[config.mk]
export PLATFORM = sky130hd
export DESIGN_NAME = fetch_stage
export DESIGN_NICKNAME = d
export VERILOG_FILES = /design/src/rtl/fetch_pkg.sv /design/src/rtl/fetch_perf_cnt.sv /design/src/rtl/fetch_stage.sv
export SDC_FILE = /design/constraint.sdc
export NUM_CORES = 1
export LEC_CHECK = 0
export BUFFER_PORTS_ARGS = -buffer_cell sky130_fd_sc_hd__buf_2
export CAP_MARGIN = 20
export CORE_MARGIN = 10
export CORE_UTILIZATION = 30
export DETAILED_ROUTE_END_ITERATION = 10
export GPL_TIMING_DRIVEN = 1
export SYNTH_ARGS = -nofsm -noshare
export SYNTH_HDL_FRONTEND = slang
export SYNTH_SLANG_ARGS = --single-unit
[constraint.sdc]
create_clock -name clk -period 4.3 [get_ports clk]
set_clock_uncertainty 0.2 [all_clocks]
set_input_delay 0.43 -clock clk [delete_from_list [all_inputs] [get_ports clk]]
set_output_delay 0.43 -clock clk [all_outputs]
set_load 0.05 [all_outputs]
[src/rtl/fetch_pkg.sv]
// fetch_pkg: shared definitions for the instruction-fetch stage.
// Holds the FSM state encoding, instruction field bit positions, the default
// HALT opcode, the IF/ID register layout and its bubble value.
package fetch_pkg;

    // FSM state encoding (plain constants so legacy tools can consume them)
    localparam logic [1:0] ST_BOOT = 2'd0;
    localparam logic [1:0] ST_RUN  = 2'd1;
    localparam logic [1:0] ST_HALT = 2'd2;

    // Instruction field bit positions
    localparam int OPC_HI   = 31;
    localparam int OPC_LO   = 28;
    localparam int RG_HI    = 27;
    localparam int RG_LO    = 24;
    localparam int RP_HI    = 23;
    localparam int RP_LO    = 20;
    localparam int RS_HI    = 19;
    localparam int RS_LO    = 16;
    localparam int IMM16_HI = 15;
    localparam int IMM24_HI = 23;

    localparam logic [3:0]  HALT_OP_DEFAULT = 4'hF;
    localparam logic [31:0] BUBBLE_INSTR    = 32'h0000_0000;

    // IF/ID pipeline register contents
    typedef struct packed {
        logic        valid;
        logic [31:0] pcp4;
        logic [31:0] instr;
    } ifid_t;

    localparam ifid_t IFID_BUBBLE = '{valid: 1'b0, pcp4: 32'h0, instr: BUBBLE_INSTR};

    // Sequential fetch address; wraps modulo 2^32
    function automatic logic [31:0] pc_plus4(input logic [31:0] pc);
        return pc + 32'd4;
    endfunction

    // Branch targets are word aligned; the low two bits are discarded
    function automatic logic [31:0] align_word(input logic [31:0] addr);
        return addr & ~32'd3;
    endfunction

endpackage

[src/rtl/fetch_perf_cnt.sv]
// fetch_perf_cnt: free-running fetch statistics (fetched words, stall cycles,
// accepted redirects). Each counter is cleared by rst and wraps at 2^32.
module fetch_perf_cnt (
    input  logic        clk,
    input  logic        rst,
    input  logic        inc_fetch_i,
    input  logic        inc_stall_i,
    input  logic        inc_flush_i,
    output logic [31:0] perf_fetched_o,
    output logic [31:0] perf_stall_o,
    output logic [31:0] perf_flush_o
);

    logic [31:0] fetched_q, stall_q, flush_q;

    // Event counters, one increment per qualifying cycle
    always_ff @(posedge clk or posedge rst) begin
        if (rst) begin
            fetched_q <= 32'h0;
            stall_q   <= 32'h0;
            flush_q   <= 32'h0;
        end else begin
            if (inc_fetch_i) fetched_q <= fetched_q + 32'd1;
            if (inc_stall_i) stall_q   <= stall_q + 32'd1;
            if (inc_flush_i) flush_q   <= flush_q + 32'd1;
        end
    end

    assign perf_fetched_o = fetched_q;
    assign perf_stall_o   = stall_q;
    assign perf_flush_o   = flush_q;

endmodule

[src/rtl/fetch_stage.sv]
// fetch_stage: instruction fetch for the image-filter pipeline. Owns the PC,
// addresses the synchronous instruction ROM and holds the IF/ID register.
// Optional feature macro: FETCH_PERF_CNT_EN adds perf_fetched/perf_stall/
// perf_flush counter outputs (fetch_perf_cnt).
module fetch_stage
    import fetch_pkg::*;
#(
    parameter logic [31:0] RESET_PC = 32'h0000_0000,
    parameter logic [3:0]  HALT_OP  = HALT_OP_DEFAULT
) (
    input  logic        clk,
    input  logic        rst,
    input  logic        stall,
    input  logic        branch_taken,
    input  logic [31:0] branch_target,
    output logic [31:0] imem_addr,
    input  logic [31:0] imem_rdata,
    output logic        valid_out,
    output logic [31:0] PCmas4_Out,
    output logic [31:0] instr_out,
    output logic [3:0]  opcode,
    output logic [3:0]  Rg_Out,
    output logic [3:0]  Rp,
    output logic [3:0]  Rs,
    output logic [15:0] imm16,
    output logic [23:0] imm24,
    output logic        halted
`ifdef FETCH_PERF_CNT_EN
    ,
    output logic [31:0] perf_fetched,
    output logic [31:0] perf_stall,
    output logic [31:0] perf_flush
`endif
);

    logic [1:0]  state_q, state_d;
    logic [31:0] pc_q, pc_d;
    ifid_t       ifid_q, ifid_d;

    logic [31:0] target;
    logic [31:0] pc_seq;
    logic        rdata_is_halt;

    assign target        = align_word(branch_target);
    assign pc_seq        = pc_plus4(pc_q);
    assign rdata_is_halt = (imem_rdata[OPC_HI:OPC_LO] == HALT_OP);

    // Next-state and ROM address: pc_q always names the word on imem_rdata,
    // so whatever address is presented here becomes pc_d.
    always_comb begin
        // NOTE: every output gets a default first so no path can infer a latch.
        state_d   = state_q;
        pc_d      = pc_q;
        ifid_d    = ifid_q;
        imem_addr = pc_q;

        case (state_q)
            ST_BOOT: begin
                imem_addr = RESET_PC;
                pc_d      = RESET_PC;
                state_d   = ST_RUN;
            end

            ST_RUN: begin
                if (branch_taken) begin
                    imem_addr = target;
                    pc_d      = target;
                    ifid_d    = IFID_BUBBLE;
                end else if (!stall) begin
                    ifid_d = '{valid: 1'b1, pcp4: pc_seq, instr: imem_rdata};
                    if (rdata_is_halt) begin
                        // Stop here: keep re-reading the halt word's address
                        state_d = ST_HALT;
                    end else begin
                        imem_addr = pc_seq;
                        pc_d      = pc_seq;
                    end
                end
            end

            ST_HALT: begin
                // An older branch still in Execute overrides the halt
                if (branch_taken) begin
                    imem_addr = target;
                    pc_d      = target;
                    ifid_d    = IFID_BUBBLE;
                    state_d   = ST_RUN;
                end else if (!stall) begin
                    ifid_d = IFID_BUBBLE;
                end
            end

            default: begin
                imem_addr = RESET_PC;
                pc_d      = RESET_PC;
                ifid_d    = IFID_BUBBLE;
                state_d   = ST_BOOT;
            end
        endcase
    end

    // State, PC and IF/ID registers
    always_ff @(posedge clk or posedge rst) begin
        if (rst) begin
            state_q <= ST_BOOT;
            pc_q    <= RESET_PC;
            ifid_q  <= IFID_BUBBLE;
        end else begin
            // NOTE: non-blocking so every register samples pre-edge values.
            state_q <= state_d;
            pc_q    <= pc_d;
            ifid_q  <= ifid_d;
        end
    end

    assign valid_out  = ifid_q.valid;
    assign PCmas4_Out = ifid_q.pcp4;
    assign instr_out  = ifid_q.instr;
    assign opcode     = ifid_q.instr[OPC_HI:OPC_LO];
    assign Rg_Out     = ifid_q.instr[RG_HI:RG_LO];
    assign Rp         = ifid_q.instr[RP_HI:RP_LO];
    assign Rs         = ifid_q.instr[RS_HI:RS_LO];
    assign imm16      = ifid_q.instr[IMM16_HI:0];
    assign imm24      = ifid_q.instr[IMM24_HI:0];
    assign halted     = (state_q == ST_HALT);

`ifdef FETCH_PERF_CNT_EN
    logic ev_fetch, ev_stall, ev_flush;

    assign ev_fetch = (state_q == ST_RUN) && !branch_taken && !stall;
    assign ev_stall = (state_q == ST_RUN) && !branch_taken && stall;
    assign ev_flush = ((state_q == ST_RUN) || (state_q == ST_HALT)) && branch_taken;

    fetch_perf_cnt u_perf (
        .clk            (clk),
        .rst            (rst),
        .inc_fetch_i    (ev_fetch),
        .inc_stall_i    (ev_stall),
        .inc_flush_i    (ev_flush),
        .perf_fetched_o (perf_fetched),
        .perf_stall_o   (perf_stall),
        .perf_flush_o   (perf_flush)
    );
`endif

endmodule

==> flow_summary_export.csv, run 1 <==
group,metric,value,unit
place,port-buffer-count,219,
cells_and_area,num_antenna_cells,0,
critical_path,cpLargestDelayFamily,"simple AND/OR/NAND/NOR gates",
critical_path,arrival,3.14,ns
floorplanning,start_util,0.309,
clocking,postCtsHoldBufs,0,
sta,min_period_over_period,0.877,
synthesis,synthArstFlopShare,1.00,
power,peakVddDrop,0.000294,V
synthesis,synthXorXnorAreaFrac,0.0438,
clocking,cts.sinks,99,
job,drv_cap,0,
critical_path,critPathKind,"flip-flop to output port",
cells_and_area,syn_to_final_growth,23.2,%
synthesis,synth_compound_gate_area_share,0.204,
power,p_sw,2220,uW
synthesis,syn_inst,564,
synthesis,synth_edf_count,0,
power,p_clk_frac,0.198,
power,p_total,4270,uW
power,p_int,2060,uW
synthesis,yosys.area.top_type_share,0.459,
floorplanning,chipWidth,154,um
synthesis,syn-cell-area,5400,um^2
drt,drc,0,
clocking,cts_root_buf,"clkbuf_16",
clocking,cts_buffers,9,
grt,grt.overflow.total,0,
power,comb_power_share,0.501,
cells_and_area,nets,783,
cells_and_area,post-route-util,0.380,
clocking,cts.path.max_buffers,2,
clocking,cts_resized,0,
place,gp_congestion,0.849,
synthesis,yosys.area_share.simple,0.160,
hold_path,min_path_type,"input pin to flip-flop",
synthesis,synthFlopType,"dfrtp_1",
synthesis,synth_nets,637,
critical_path,critPathMaxFanout,6,
cells_and_area,final_cells,940,
synthesis,synth_top_family_by_area,"compound AO/OA/AOI/OAI gates",
power,seqPwrFrac,0.301,
synthesis,synthTopCellsByArea,"dfrtp_1, buf_4, a22o_1",
synthesis,synthMuxAreaShare,0.00742,
critical_path,end_kind,"output port",
floorplanning,ios,222,
drt,antenna_left,0,
critical_path,critPathBufInv,1,
floorplanning,die-area,23800,um^2
synthesis,yosysSeqAreaShare,0.459,
sta,hold_viol_final,0,
drt,first_iter_violations,218,
clocking,cts.clk_slew.worst_paths,0.07,ns
synthesis,syn_area_per_cell,9.57,um^2
floorplanning,die_height,154,um
synthesis,synth_top_area_cell,"dfrtp_1",
sta,final.setup.worst_slack,0.531,ns
sta,worstMarginPinSlew,0.996,ns
sta,fin_tns_setup,0,ns
clocking,clk_latency,0.35,ns
power,power_density,643,nW/um^2
power,switching_share,0.518,
sta,fin_crit,3.77,ns
drt,vias_per_cell,5.11,
critical_path,cp_slowest_stage_delay,0.66,ns
critical_path,start_kind,"flip-flop",
critical_path,crit_slowest_cell,"nor4_2",
sta,max-slew-margin-rel,0.331,
floorplanning,core_area,17500,um^2
sta,rsz0062_at_grt,"no",
critical_path,required,3.67,ns
grt,grt_max_degree,77,
drt,drt_first_pass_iters,5,
grt,grt_pass1_wl,28.8,mm
drt,wl_per_cell,19.4,um
clocking,cts_max_level,3,
sta,fmax,265,MHz
clocking,cts_tree,"done",
synthesis,synth_adder_area_share,0.0116,
drt,vias,4799,
clocking,cts_setup_buffers,0,
power,p_leak,0.00342,uW
drt,wl,18.2,mm
sta,setup_viol,0,
synthesis,post_synth_num_cell_types,55,
place,hpwl,13.7,mm
place,placed_cells,922,
cells_and_area,drive_above_1_share,0.369,
status,status,"completed",
grt,grt_pass1_vias,4873,
place,place_ws,0.873,ns
floorplanning,rows,48,
grt,grt_usage,0.150,
synthesis,ys_ff_latch,99,
synthesis,yosys_warnings,0,
synthesis,yosys.cell_count.top_type,"dfrtp_1",
sta,drv_slew,0,
cells_and_area,num-fill-cells,1797,
critical_path,crit_chain,"ha_1 -> nand2_1 -> nor4_2 -> nand3_1 -> mux2i_1 -> a2111oi_1 -> buf_2",
grt,antenna_found_initial,0,
synthesis,synth_common_cells,"dfrtp_1, buf_4, nand2_1, o21ai_0, a22o_1",
[stage by stage]
| stage | area [um^2] | hold WS, ns |
|---|---|---|
| after global placement | 6310 | 0.256 |
| after CTS | 6610 | 0.0824 |
| after global routing | 6650 | 0.0919 |
| after floorplan | 5400 | 0.265 |
| after detailed placement | 6310 | 0.260 |
| final | 6650 | 0.101 |
[final cells by class]
cell class	count	area, um^2	area share
sequential	99	2480	0.373
multi-input combinational	360	2320	0.349
timing repair buffer	233	1240	0.186
tap	225	282	0.0423
clock buffer	11	243	0.0365
clock inverter	5	60.1	0.00903
inverter	7	28.8	0.00433
[sequential cells by signal (all words and copies together) (netlist names)]
signal / count
PCmas4_Out: 32
instr_out: 32
pc_q: 32
state_q: 2
valid_out: 1
[cells by family after synthesis]
kind of cell | count (synthesis)
mux | 4
buf+inv | 105
flops | 99
compound gates | 164
xor+xnor | 27
simple gates | 160
fa+ha+maj | 5
[power by group through the flow]
stage / Combinational, uW / Clock, uW / Sequential [uW]
after global routing: 2280 / 913 / 1320
after detailed placement: 2170 / 0 / 1300
after floorplan: 1470 / 0 / 1560
final: 2140 / 844 / 1290
after global placement: 2170 / 0 / 1300
after CTS: 2170 / 878 / 1290
[placed cells by master (no fill, tap or decap), types with 4 or more instances in the layout]
cell       Yosys  routed
a211oi_1      18      18
a21oi_1       16      16
a22o_1        35      35
a31oi_1        7       7
and3_1         9       9
buf_2         10     219
buf_4         56      11
clkbuf_16      0       9
dfrtp_1       99      99
ha_1           5       5
inv_1          7       6
mux2i_1        4       4
nand2_1       53      53
nand3_1       15      15
nand4_1       11      11
nor2_1        31      31
nor3_1         6       6
nor3b_1        6       6
o211a_1        4       4
o21ai_0       52      52
o21ai_1        7       7
o22ai_1        7       7
or3_1          5       5
xnor2_1       13      13
xor2_1        14      14
[metal layers]
layer | vias up | global-route usage | share of wire
met4 | 0 | 0.0414 | 0.010
li1 | 2261 | - | -
met1 | 2312 | 0.189 | 0.42
met5 | - | 0 | 0
met2 | 212 | 0.232 | 0.46
met3 | 14 | 0.0586 | 0.11
[final timing paths]
path                                 from        endpoint  slack, ns  cells after the start
min                        imem_rdata[25]   instr_out[25]       0.10                      2
max in group asynchronous             rst   instr_out[28]       2.61                      5
max                               pc_q[2]   imem_addr[26]       0.53                      7
min reg2reg                PCmas4_Out[12]  PCmas4_Out[12]       0.27                      2
min in group asynchronous             rst   instr_out[13]       0.33                      3
max reg2reg                       pc_q[2]        pc_q[26]       1.52                      6
No activity file was read; power rests on OpenSTA's default activity.
==> run 2, diff against run 1 <==
Settings changed: CORE_ASPECT_RATIO set to 0.6, CTS_CLUSTER_SIZE set to 12.
==> run 2 against run 1 <==
Compared with the run above:
- critical path depth up 1
- maximum frequency up 7.1%
- sequential power about the same
- cell count up 0.96%
- hold slack worse by 0.0053 ns
- via count down 0.23%
- combinational power about the same
- die area up 0.74%
- routed wire length up 2.7%
- clock power down 4.6%
- global-route usage up 0.50 points
- worst setup slack better by 0.25 ns
==> flow_summary_export.csv, run 2 (synthesis results as in run 1) <==
group,metric,value,unit
status,status,"completed",
critical_path,cpLargestDelayFamily,"simple AND/OR/NAND/NOR gates",
floorplanning,start_util,0.310,
grt,antenna_found_initial,0,
job,drv_cap,0,
hold_path,hold_depth,2,
clocking,cts_buffers,9,
floorplanning,die_height,124,um
critical_path,required,3.67,ns
critical_path,arrival,2.89,ns
clocking,cts_tree,"done",
clocking,cts_root_buf,"clkbuf_16",
cells_and_area,syn_to_final_growth,22.8,%
critical_path,start_kind,"flip-flop",
sta,max-slew-margin-rel,0.472,
place,gp_congestion,0.820,
cells_and_area,mostFrequentLayoutCells,"buf_2, dfrtp_1, nand2_1",
cells_and_area,multi_input_area,2320,um^2
floorplanning,rows,37,
floorplanning,chipWidth,193,um
clocking,cts.clk_slew.worst_paths,0.07,ns
cells_and_area,num_antenna_cells,0,
grt,grt_max_degree,55,
sta,drv_slew,0,
critical_path,reg2regPathDepth,7,
critical_path,crit_slowest_cell,"dfrtp_1",
place,place_ws,1.12,ns
sta,final.setup.worst_slack,0.780,ns
power,peakVddDrop,0.000306,V
critical_path,cp_slowest_stage_delay,0.47,ns
grt,grt.overflow.total,0,
clocking,clk_latency,0.35,ns
cells_and_area,drive_above_1_share,0.369,
critical_path,timing.rr.end,"pc_q[26]",
cells_and_area,layout.cells.most_common,"buf_2",
clocking,cts.sinks,99,
critical_path,timing.rr.start,"pc_q[2]",
floorplanning,ios,222,
cells_and_area,num-fill-cells,1817,
critical_path,crit_chain,"ha_1 -> nand2_1 -> nor4_2 -> buf_4 -> nand3_1 -> mux2i_1 -> a2111oi_1 -> buf_2",
grt,grt_pass1_wl,28.9,mm
drt,vias_per_cell,5.05,
sta,fin_tns_setup,0,ns
cells_and_area,post-route-util,0.381,
hold_path,min_path_type,"input pin to flip-flop",
sta,fmax,284,MHz
power,p_leak,0.00340,uW
critical_path,cp.depth,8,
cells_and_area,nets,783,
power,p_total,4260,uW
critical_path,end_kind,"output port",
floorplanning,core_area,17400,um^2
drt,drt_first_pass_iters,5,
drt,vias,4788,
hold_path,hold-path-endpoint,"instr_out[24]",
sta,timing.hold.ws,0.0959,ns
critical_path,r2r_setup_slack,1.77,ns
sta,setup_viol,0,
sta,min_period_over_period,0.819,
grt,grt_usage,0.155,
sta,worstMarginPinSlew,0.789,ns
place,port-buffer-count,219,
drt,wl,18.7,mm
hold_path,hold_start,"imem_rdata[24]",
drt,antenna_left,0,
drt,drc,0,
drt,wl_per_cell,19.7,um
grt,grt_pass1_vias,4789,
sta,fin_crit,3.52,ns
cells_and_area,seq_area,2480,um^2
critical_path,critPathBufInv,2,
power,power_density,643,nW/um^2
clocking,cts_max_level,3,
sta,rsz0062_at_grt,"no",
floorplanning,die-area,23900,um^2
critical_path,critPathMaxFanout,11,
critical_path,critPathKind,"flip-flop to output port",
clocking,cts_setup_buffers,0,
drt,first_iter_violations,391,
clocking,cts.path.max_buffers,2,
place,hpwl,14.1,mm
sta,hold_viol_final,0,
[run 2: metal layers]
| metal | part of all wire | GRT usage | up-vias |
|---|---|---|---|
| met5 | 0 | 0 | - |
| met4 | 0.0069 | 0.0268 | 0 |
| met3 | 0.082 | 0.0461 | 11 |
| met2 | 0.41 | 0.213 | 188 |
| met1 | 0.50 | 0.232 | 2333 |
| li1 | - | - | 2256 |
[run 2: repair_timing]
item | CTS | global route
hold endpoints to repair | 34 | 0
setup endpoints to repair | 0 | 0
gates resized for setup | 0 | 0
hold buffers | 1 | 0
[run 2: area by class of cell]
| class | instances | share of cell area |
|---|---|---|
| flip-flops and latches | 99 | 0.374 |
| clock inverters | 4 | 0.00510 |
| well taps | 234 | 0.0442 |
| repair buffers | 233 | 0.184 |
| inverters | 7 | 0.00434 |
| clock buffers | 12 | 0.0387 |
| multi-input cells | 360 | 0.350 |
[run 2: worst max-delay path by stage]
stage	startpoint	end	slack [ns]
after CTS	pc_q[2]	imem_addr[26]	0.73
final	pc_q[2]	imem_addr[26]	0.78
after global routing	pc_q[2]	imem_addr[26]	0.55
after floorplan	pc_q[2]	imem_addr[26]	0.29
after detailed placement	pc_q[2]	imem_addr[26]	1.12
after global placement	pc_q[2]	imem_addr[26]	1.18
[run 2: per-stage QoR]
stage,instances,cell area [um^2]
6_report,949,6630
4_1_cts,949,6630
5_1_grt,949,6630
3_5_place_dp,932,6330
3_3_place_gp,932,6330
2_1_floorplan,564,5400
[run 2: power breakdown]
| part | switching, uW | leakage (uW) | total, uW | internal, uW |
|---|---|---|---|---|
| combinational | 1660 | 0.00190 | 2160 | 500 |
| clock | 376 | 0.000139 | 805 | 429 |
| sequential | 200 | 0.00136 | 1290 | 1090 |
==> run 3, diff against run 2 <==
Settings changed: ABC_AREA set to 1.
Clock period 4.3 ns to 2.8 ns, I/O delays scaled along.
==> run 3 against run 2 <==
Compared with the run above:
- global-route usage rose by 0.43 points
- area after synthesis increased by 1.1%
- hold slack got worse by 0.056 ns
- core utilization rose by 3.0 points
- critical path depth unchanged
- register-to-register slack worse by 1.2 ns
- via count up 8.6%
- combinational power grew 120%
- clock power increased by 66%
- sequential power increased by 65%
- critical endpoint is now imem_addr[15]
- highest routed layer unchanged
==> flow_summary_export.csv, run 3 <==
group,metric,value,unit
sta,min_period_over_period,0.968,
cells_and_area,mostFrequentLayoutCells,"buf_2, nand2_1, dfrtp_1",
critical_path,critPathBufInv,1,
drt,drt_first_pass_iters,5,
synthesis,syn-cell-area,5460,um^2
synthesis,yosysSeqAreaShare,0.454,
synthesis,synthXorXnorAreaFrac,0.0282,
drt,antenna_left,0,
cells_and_area,post-route-util,0.411,
synthesis,syn_area_per_cell,8.46,um^2
synthesis,synth_common_cells,"nand2_1, dfrtp_1, buf_4, o21ai_0, inv_1",
floorplanning,die-area,24200,um^2
sta,worstMarginPinSlew,0.727,ns
critical_path,end_kind,"output port",
synthesis,synth_top_area_cell,"dfrtp_1",
critical_path,required,2.32,ns
place,placed_cells,1039,
synthesis,synth_nets,718,
sta,fin_crit,2.71,ns
synthesis,synthMuxAreaShare,0,
critical_path,cpLargestDelayFamily,"simple AND/OR/NAND/NOR gates",
grt,grt.overflow.total,0,
synthesis,yosys.cell_count.top_type,"nand2_1",
place,place_ws,0.247,ns
place,port-buffer-count,219,
clocking,cts.sinks,99,
grt,grt_max_degree,53,
grt,antenna_found_initial,0,
critical_path,crit_chain,"nand2_1 -> nor2_1 -> nand2_1 -> nor3_4 -> xor2_2 -> nand2_1 -> a21oi_2 -> clkbuf_4",
cells_and_area,drive_above_1_share,0.389,
sta,fin_tns_setup,0,ns
power,p_total,8200,uW
status,status,"completed",
clocking,cts_tree,"done",
floorplanning,rows,38,
drt,wl,19.8,mm
synthesis,synth_adder_area_share,0.0115,
synthesis,syn_inst,645,
synthesis,post_synth_num_cell_types,38,
drt,first_iter_violations,339,
synthesis,synth_compound_gate_area_share,0.158,
sta,drv_slew,0,
power,p_leak,0.00384,uW
critical_path,crit_slowest_cell,"dfrtp_1",
drt,drc,0,
cells_and_area,num_antenna_cells,0,
synthesis,synthTopCellsByArea,"dfrtp_1, nand2_1, buf_4",
cells_and_area,syn_to_final_growth,35.4,%
hold_path,min_path_type,"input pin to flip-flop",
floorplanning,chipWidth,194,um
place,gp_congestion,0.876,
clocking,cts.clk_slew.worst_paths,0.08,ns
sta,max-slew-margin-rel,0.514,
job,drv_cap,0,
synthesis,ys_ff_latch,99,
floorplanning,die_height,124,um
grt,grt_usage,0.159,
synthesis,synth_top_family_by_area,"simple AND/OR/NAND/NOR gates",
power,peakVddDrop,0.000419,V
power,power_density,1110,nW/um^2
sta,final.setup.worst_slack,0.0906,ns
grt,grt_pass1_wl,31.0,mm
place,hpwl,15.1,mm
clocking,cts_max_level,3,
floorplanning,start_util,0.304,
clocking,cts_buffers,9,
drt,vias_per_cell,4.77,
cells_and_area,nets,918,
synthesis,synthFlopType,"dfrtp_1",
drt,vias,5200,
synthesis,synthArstFlopShare,1.00,
floorplanning,ios,222,
drt,wl_per_cell,18.2,um
critical_path,arrival,2.23,ns
synthesis,yosys_warnings,0,
critical_path,start_kind,"flip-flop",
clocking,cts_root_buf,"clkbuf_16",
critical_path,critPathMaxFanout,4,
cells_and_area,layout.cells.most_common,"buf_2",
synthesis,yosys.area_share.simple,0.216,
sta,setup_viol,0,
sta,rsz0062_at_grt,"yes",
critical_path,critPathKind,"flip-flop to output port",
clocking,clk_latency,0.36,ns
grt,grt_pass1_vias,5163,
critical_path,cp_slowest_stage_delay,0.45,ns
sta,hold_viol_final,0,
cells_and_area,num-fill-cells,1806,
synthesis,yosys.area.top_type_share,0.454,
synthesis,synth_edf_count,0,
critical_path,timing.critical_path.mode_cell,"nand2_1",
floorplanning,core_area,18000,um^2
clocking,cts.path.max_buffers,2,
sta,fmax,369,MHz
cells_and_area,final_cells,1090,
-- run 3: cell count changes in the layout (fill, tap and decap cells not counted), moves of 8 or more --
cell / before / now
nand2_1: 53 / 138
and3_1: 9 / 1
nand2_2: 0 / 8
buf_2: 219 / 202
a21oi_2: 0 / 22
a211oi_1: 18 / 0
xnor2_1: 13 / 2
dlygate4sd3_1: 1 / 34
nand3_1: 15 / 38
buf_4: 12 / 21
inv_1: 6 / 39
o21ai_0: 52 / 60
-- run 3: per-stage QoR --
step	hold slack [ns]	instance area, um^2
3_5_place_dp	0.243	6580
2_1_floorplan	0.190	5540
6_report	0.0404	7390
3_3_place_gp	0.243	6580
5_1_grt	0.0742	7390
4_1_cts	0.0371	7260
-- run 3: cells by family (layout without fill, tap and decap cells) --
kind of cell,after synthesis,in the layout
xor+xnor,15,15
fa+ha+maj,5,5
compound gates,141,141
simple gates,257,257
flops,99,99
buf+inv,128,333
-- run 3: cell type report --
| cell class | instances | area [um^2] | share of cell area |
|---|---|---|---|
| Clock buffer | 9 | 225 | 0.0305 |
| Clock inverter | 7 | 82.6 | 0.0112 |
| Inverter | 46 | 176 | 0.0239 |
| Multi-Input combinational cell | 418 | 2430 | 0.329 |
| Sequential cell | 99 | 2480 | 0.336 |
| Tap cell | 240 | 300 | 0.0407 |
| Timing Repair Buffer | 271 | 1680 | 0.228 |
-- run 3: report_power, final --
part	internal (uW)	total (uW)	switching, uW
Clock	711	1340	629
Combinational	1120	4730	3610
Sequential	1760	2130	367
-- run 3: repair_timing --
action                                 CTS  global route
setup endpoints to repair               10            24
setup buffers                            0             1
hold buffers                            34             0
endpoints found under the hold margin   63             0
gates resized for setup                  9            41
-- run 3: path summary, 6_finish.rpt --
kind / start / to / slack, ns / depth (start not counted)
min in group asynchronous: rst / valid_out / 0.41 / 3
worst min-delay path: branch_target[5] / pc_q[5] / 0.04 / 3
max in group asynchronous: rst / pc_q[14] / 1.32 / 4
worst max-delay path: pc_q[7] / imem_addr[15] / 0.09 / 8
worst max register to register: state_q[1] / PCmas4_Out[28] / 0.61 / 10
worst min register to register: valid_out / valid_out / 0.28 / 2
-- run 3: metal layers --
| layer | track usage | routed length (um) | vias up | part of all wire |
|---|---|---|---|---|
| li1 | - | - | 2482 | - |
| met1 | 0.228 | 9380 | 2485 | 0.47 |
| met2 | 0.225 | 8350 | 221 | 0.42 |
| met3 | 0.0565 | 1970 | 12 | 0.099 |
| met4 | 0.0275 | 145 | 0 | 0.0073 |
| met5 | 0 | 0 | - | 0 |
-- run 3: tightest hold or removal path, delay by kind of cell --
family                 cells  cell delay, ns
AOI/OAI and AO/OA          2            0.20
buffers and inverters      1            0.07
